File: src/rtl/pipe_flow_ctrl_sv.sv
`default_nettype none
// ============================================================================
// Module      : pipe_flow_ctrl_sv
// Description : Valid/ready flow controller for a free-running, fixed-latency
//               external datapath. Accepted words are launched into the
//               datapath. A tag shift register marks which datapath outputs
//               carry real results, and those results are captured into an
//               internal FIFO. A credit counter covers both the in-flight
//               words and the buffered words, so a word is only accepted when
//               there is guaranteed room to store its result. A Flush request
//               stops intake, waits until every credit is returned, and then
//               pulses Flush_done.
//
// Ports       : Clock          system clock
//               Reset          synchronous reset, active-low
//               In_valid       upstream word valid
//               In_ready       controller can accept a word
//               In_data        upstream word
//               Pipe_data_in   datapath input (equals In_data)
//               Pipe_valid_in  launch strobe (In_valid & In_ready)
//               Pipe_data_out  datapath output, LATENCY cycles after launch
//               Out_valid      result FIFO non-empty
//               Out_ready      downstream ready
//               Out_data       result FIFO head
//               Flush          drain request, sampled only in RUN
//               Flush_done     one-cycle pulse when the drain completes
//               Stall_count    (optional) saturating count of stalled cycles
//
// Options     : define PIPE_FLOW_CTRL_STATS_EN to add the Stall_count output
//
// Revision    : 1.0 - initial release
// ============================================================================
module pipe_flow_ctrl_sv #(
    parameter int WORD_LENGTH = 8,
    parameter int LATENCY     = 4,
    parameter int FIFO_DEPTH  = 8
) (
    input  logic                   Clock,
    input  logic                   Reset,
    input  logic                   In_valid,
    output logic                   In_ready,
    input  logic [WORD_LENGTH-1:0] In_data,
    output logic [WORD_LENGTH-1:0] Pipe_data_in,
    output logic                   Pipe_valid_in,
    input  logic [WORD_LENGTH-1:0] Pipe_data_out,
    output logic                   Out_valid,
    input  logic                   Out_ready,
    output logic [WORD_LENGTH-1:0] Out_data,
    input  logic                   Flush,
    output logic                   Flush_done
`ifdef PIPE_FLOW_CTRL_STATS_EN
    ,
    output logic [31:0]            Stall_count
`endif
);

    generate
        if (WORD_LENGTH < 1) begin : g_chk_word_length
            $error("pipe_flow_ctrl_sv: WORD_LENGTH must be > 0");
        end
        if (LATENCY < 1) begin : g_chk_latency
            $error("pipe_flow_ctrl_sv: LATENCY must be >= 1");
        end
        if (FIFO_DEPTH < 2) begin : g_chk_fifo_depth
            $error("pipe_flow_ctrl_sv: FIFO_DEPTH must be >= 2");
        end
    endgenerate

    localparam int              c_UW       = $clog2(FIFO_DEPTH + 1);
    localparam int              c_PW       = $clog2(FIFO_DEPTH);
    localparam logic [c_UW-1:0] c_DEPTH    = c_UW'(FIFO_DEPTH);
    localparam logic [c_PW-1:0] c_LAST_PTR = c_PW'(FIFO_DEPTH - 1);

    typedef enum logic [1:0] {
        ST_RUN   = 2'd0,
        ST_DRAIN = 2'd1,
        ST_DONE  = 2'd2
    } state_t;

    state_t                 r_state;
    state_t                 w_state_next;
    logic [LATENCY-1:0]     r_tag;
    logic [c_UW-1:0]        r_used;
    logic [c_UW-1:0]        r_count;
    logic [c_PW-1:0]        r_wr_ptr;
    logic [c_PW-1:0]        r_rd_ptr;
    logic [WORD_LENGTH-1:0] r_mem [FIFO_DEPTH];

    logic w_accept;
    logic w_pop;
    logic w_ret;

    // The Reset gating keeps every handshake output quiet during the reset
    // cycle, even before the registers have taken their cleared values.
    assign In_ready      = Reset & (r_state == ST_RUN) & (r_used < c_DEPTH);
    assign w_accept      = In_valid & In_ready;
    assign Pipe_valid_in = w_accept;
    assign Pipe_data_in  = In_data;
    assign w_ret         = r_tag[LATENCY-1];
    assign Out_valid     = Reset & (r_count != '0);
    assign w_pop         = Out_valid & Out_ready;
    assign Out_data      = r_mem[r_rd_ptr];
    assign Flush_done    = Reset & (r_state == ST_DONE);

    // One tag bit per datapath stage. The datapath itself has no valid
    // signal, so this shift register is what marks real results on its output.
    always_ff @(posedge Clock) begin
        if (!Reset) begin
            r_tag <= '0;
        end else begin
            r_tag[0] <= w_accept;
            for (int i = 1; i < LATENCY; i++) begin
                r_tag[i] <= r_tag[i-1];
            end
        end
    end

    // Credits cover in-flight plus buffered words. A return only moves a word
    // from the datapath into the FIFO, so it leaves the total unchanged.
    always_ff @(posedge Clock) begin
        if (!Reset) begin
            r_used <= '0;
        end else if (w_accept && !w_pop) begin
            r_used <= r_used + c_UW'(1);
        end else if (!w_accept && w_pop) begin
            r_used <= r_used - c_UW'(1);
        end
    end

    always_ff @(posedge Clock) begin
        if (Reset && w_ret) begin
            r_mem[r_wr_ptr] <= Pipe_data_out;
        end
    end

    always_ff @(posedge Clock) begin
        if (!Reset) begin
            r_wr_ptr <= '0;
            r_rd_ptr <= '0;
            r_count  <= '0;
        end else begin
            if (w_ret) begin
                r_wr_ptr <= (r_wr_ptr == c_LAST_PTR) ? '0 : r_wr_ptr + c_PW'(1);
            end
            if (w_pop) begin
                r_rd_ptr <= (r_rd_ptr == c_LAST_PTR) ? '0 : r_rd_ptr + c_PW'(1);
            end
            if (w_ret && !w_pop) begin
                r_count <= r_count + c_UW'(1);
            end else if (!w_ret && w_pop) begin
                r_count <= r_count - c_UW'(1);
            end
        end
    end

    always_ff @(posedge Clock) begin
        if (!Reset) begin
            r_state <= ST_RUN;
        end else begin
            r_state <= w_state_next;
        end
    end

    always_comb begin
        w_state_next = r_state;
        case (r_state)
            ST_RUN:   if (Flush) w_state_next = ST_DRAIN;
            ST_DRAIN: if (r_used == '0) w_state_next = ST_DONE;
            ST_DONE:  w_state_next = ST_RUN;
            default:  w_state_next = ST_RUN;
        endcase
    end

`ifdef PIPE_FLOW_CTRL_STATS_EN
    logic [31:0] r_stall_count;

    // Only stalls caused by back-pressure in RUN are counted. Intake that is
    // closed by a drain is intentional, so it is not counted as a stall.
    always_ff @(posedge Clock) begin
        if (!Reset) begin
            r_stall_count <= '0;
        end else if (In_valid && !In_ready && (r_state == ST_RUN) &&
                     (r_stall_count != '1)) begin
            r_stall_count <= r_stall_count + 32'd1;
        end
    end

    assign Stall_count = r_stall_count;
`endif

endmodule
`default_nettype wire

File: config.mk
export PLATFORM = sky130hd
export DESIGN_NAME = pipe_flow_ctrl_sv
export DESIGN_NICKNAME = d
export VERILOG_FILES = /design/src/rtl/pipe_flow_ctrl_sv.sv
export SDC_FILE = /design/constraint.sdc
export NUM_CORES = 1
export LEC_CHECK = 0
export BUFFER_PORTS_ARGS = -buffer_cell sky130_fd_sc_hd__buf_2
export CAP_MARGIN = 5
export CELL_PAD_IN_SITES_DETAIL_PLACEMENT = 2
export CELL_PAD_IN_SITES_GLOBAL_PLACEMENT = 2
export CORE_ASPECT_RATIO = 1.1
export CORE_UTILIZATION = 30
export CTS_BUF_LIST = sky130_fd_sc_hd__clkbuf_4
export DETAILED_ROUTE_END_ITERATION = 8
export HOLD_SLACK_MARGIN = 0.06
export PLACE_DENSITY = 0.59
export SLEW_MARGIN = 20
export SYNTH_ARGS = -nofsm -noshare
export SYNTH_HDL_FRONTEND = slang
export SYNTH_SLANG_ARGS = --single-unit
File: constraint.sdc
create_clock -name Clock -period 3.2 [get_ports Clock]
set_clock_uncertainty 0.15 [all_clocks]
set_input_delay 0.8 -clock Clock [delete_from_list [all_inputs] [get_ports Clock]]
set_output_delay 0.8 -clock Clock [all_outputs]
set_load 0.1 [all_outputs]
==> metrics <==
status=completed; TritonCTS Buffers=9; final wirelength=7230 µm; Sink Count=87; Yosys cell types=33; family with the most delay on the worst path=multiplexers; TNS Setup=0 ps; DRC viols=0; post-synthesis mux area share=0.155; Max Cap Viol=0; Cells after Synth=220; initial core utilization=0.313; Fmax=around 320 MHz; commonest register cell after synthesis=edfxtp_1; Die Ht=118 µm; period utilization=0.972; share of post-route cells with drive strength above 1=0.292; nets@finish=288; Ant. Diodes=0; die area=12600 µm²; largest family of logic cells by synthesized area=multiplexers; max-slew violations=0; gr usage total=0.123; vias after detailed routing=1943; drt first pass iters=4; ys async rst share=0; Post-Syn Area per Cell=~17 µm²; sequential cell area fraction in the yosys report=0.653; kind of critical path=register to output pin; IO Port Bufs=24; Synth Area in XOR/XNOR=0.00961; CP Launch Type=register; minimum clock period=between 3000 and 4000 ps; Min-Delay Path Class=register to register; routed len/inst=17.6 µm; Worst Tran Pin Value=556 ps; YS warnings=0; Clock Latency Late Sink=420 ps; synthesis-to-layout area growth=15.5%; register area=2380 µm²; vias in the first global route=~2.1k; pin count of the biggest net entering global routing=21; CTS clk-pin slew, worst paths=between 100 and 150 ps; Adder-Cell Fraction of Synth Area=0.0453; initial antenna violation count=0; simple-gate area share of the yosys netlist=0.0779; root buffer cell=clkbuf_4; hold path depth=1; FF+latch count, synth=between 80 and 90; number of cell instances on the worst register-to-register path=9; setup bufs post-CTS=0; first-pass GRT wire length=11400 µm; routability cong.=0.652; Top-Level Pins=41; CTS Buffer Depth=2; die width=107 µm; largest fanout on the critical path=16; drt via density=4.74; Worst Setup End Kind=output pin; core area=about 12000 µm²; Worst Path Buf+Inv=2; Place WS=396 ps; Max rail drop VDD=about 0.00033 V; final worst slack=90.8 ps; crit path cell chain=buf_8 > mux4_1 > mux2_2 > clkbuf_4; endpoints failing setup=0; Post-DP HPWL=5000 µm; area of the multi-input gates=1190 µm²; Mapped Area=3650 µm²; Final Hold Violating Endpoints=0; site row count=41; TritonCTS clock tree=yes; Synthesized Nets=roughly 250; Worst slew margin=0.626; H-tree levels=3; Lkg Pwr=1.48 nW; power per standard cell area=653 nW/µm²; number of stages on the worst setup path=4; Final ANT Viol Nets=0; crit path DAT=2160 ps; post-synthesis compound-gate area fraction=0.0230; CP Data Required Time=2250 ps; GRT Residual Overflow=0; EDFF count, synth=64; slowest CP cell=mux4_1; First DRT Iteration DRCs=46; # fillers=1158; crit-path max cell delay=590 ps
[final timing paths]
path / to / startpoint / slack [ps]
setup / recovery: Out_data[6] / register / 90
hold / removal: r_tag[3] / r_tag[2] / 300
setup reg to reg: r_count[3] / r_count[1] / 660
hold reg to reg: r_tag[3] / r_tag[2] / 300
[worst reg2reg max path, cell delays in order, from the launching register on]
cell and delay [ps]:
dfxtp_1 380, o41a_2 520, nand2_1 100, ha_1 170, inv_1 100, ha_1 330, a21oi_1 210, a211oi_1 110
a31oi_1 200, mux2i_1 210
[cell type report]
| cell class | instances | share of cell area |
|---|---|---|
| Sequential cell | 87 | 0.565 |
| Multi-Input combinational cell | 113 | 0.282 |
| Timing Repair Buffer | 42 | 0.0665 |
| Tap cell | 150 | 0.0446 |
| Clock inverter | 7 | 0.0229 |
| Clock buffer | 9 | 0.0160 |
| Inverter | 2 | 0.00238 |
[power breakdown]
group | internal [mW] | leakage, nW | total (mW) | switching (mW)
Clock | 0.318 | 0.0786 | 0.703 | 0.385
Combinational | 0.279 | 0.635 | 0.714 | 0.434
Sequential | 1.27 | 0.762 | 1.33 | 0.0685
[sequential cells by signal (all words and copies together) (netlist names), named ones only]
| signal | count |
|---|---|
| r_mem | 64 |
| r_count | 4 |
| r_tag | 4 |
| r_used | 4 |
| r_rd_ptr | 3 |
| r_wr_ptr | 3 |
| r_state | 2 |
[cell usage after synthesis, types with 2 or more instances]
cell type | number | area share
nand2_1 | 10 | 0.010
xnor2_1 | 4 | 0.0096
a31oi_1 | 2 | 0.0034
nor2b_1 | 4 | 0.0069
dfxtp_1 | 23 | 0.13
a211oi_1 | 3 | 0.0062
inv_1 | 2 | 0.0021
edfxtp_1 | 64 | 0.53
mux2_2 | 8 | 0.025
nor2_1 | 8 | 0.0082
and2_1 | 10 | 0.017
buf_4 | 8 | 0.016
fa_1 | 2 | 0.011
mux4_1 | 15 | 0.11
a21oi_1 | 2 | 0.0027
o21ai_0 | 4 | 0.0055
nand2b_1 | 7 | 0.012
nor3_1 | 5 | 0.0069
nand3_1 | 6 | 0.0082
ha_1 | 10 | 0.034
mux2i_1 | 6 | 0.016
clkbuf_1 | 6 | 0.0062
[stage by stage]
stage | power, mW | instance area, µm² | instances | util | hold WS (ps)
floorplan | 1.98 | 3700 | 220 | - | 262
global placement | 2.06 | 4040 | 394 | 0.347 | 265
detailed placement | 2.08 | 4040 | 394 | 0.347 | 276
CTS | 2.79 | 4210 | 410 | 0.361 | 309
global route | 2.89 | 4210 | 410 | 0.362 | 323
finish | 2.75 | 4210 | 410 | 0.362 | 304
[what timing repair did]
action | 4_1_cts | 5_1_grt
hold buffers | 0 | 0
endpoints found under the setup margin | 8 | 3
gates resized for setup | 1 | 2
[cells in the final DEF (no fill, tap or decap), drive strengths merged, types with 4 or more instances in the layout]
cell type  count
edfxtp        64
nand3          6
dfxtp         23
xnor2          4
and2          10
nand2b         7
mux4          16
buf           41
ha            10
clkbuf        10
nor2b          4
nand2         10
o21ai          4
mux2i          6
nor3           5
nor2           8
mux2           8
[logic make-up after synthesis]
logic type,after synthesis
and+or+nand+nor,54
AOI/OAI and AO/OA,13
xor gates and xnor gates,4
buffers and inverters,20
DFF,87
muxes,30
adders and majority gates,12
[layer usage]
metal / global-route usage / part of all wire / up-vias
li1: - / - / 911
met1: 0.156 / 0.46 / 992
met2: 0.204 / 0.50 / 30
met3: 0.0194 / 0.028 / 10
met4: 0.0565 / 0.016 / 0
met5: 0 / 0 / -
(Power assumes the default switching activity.)
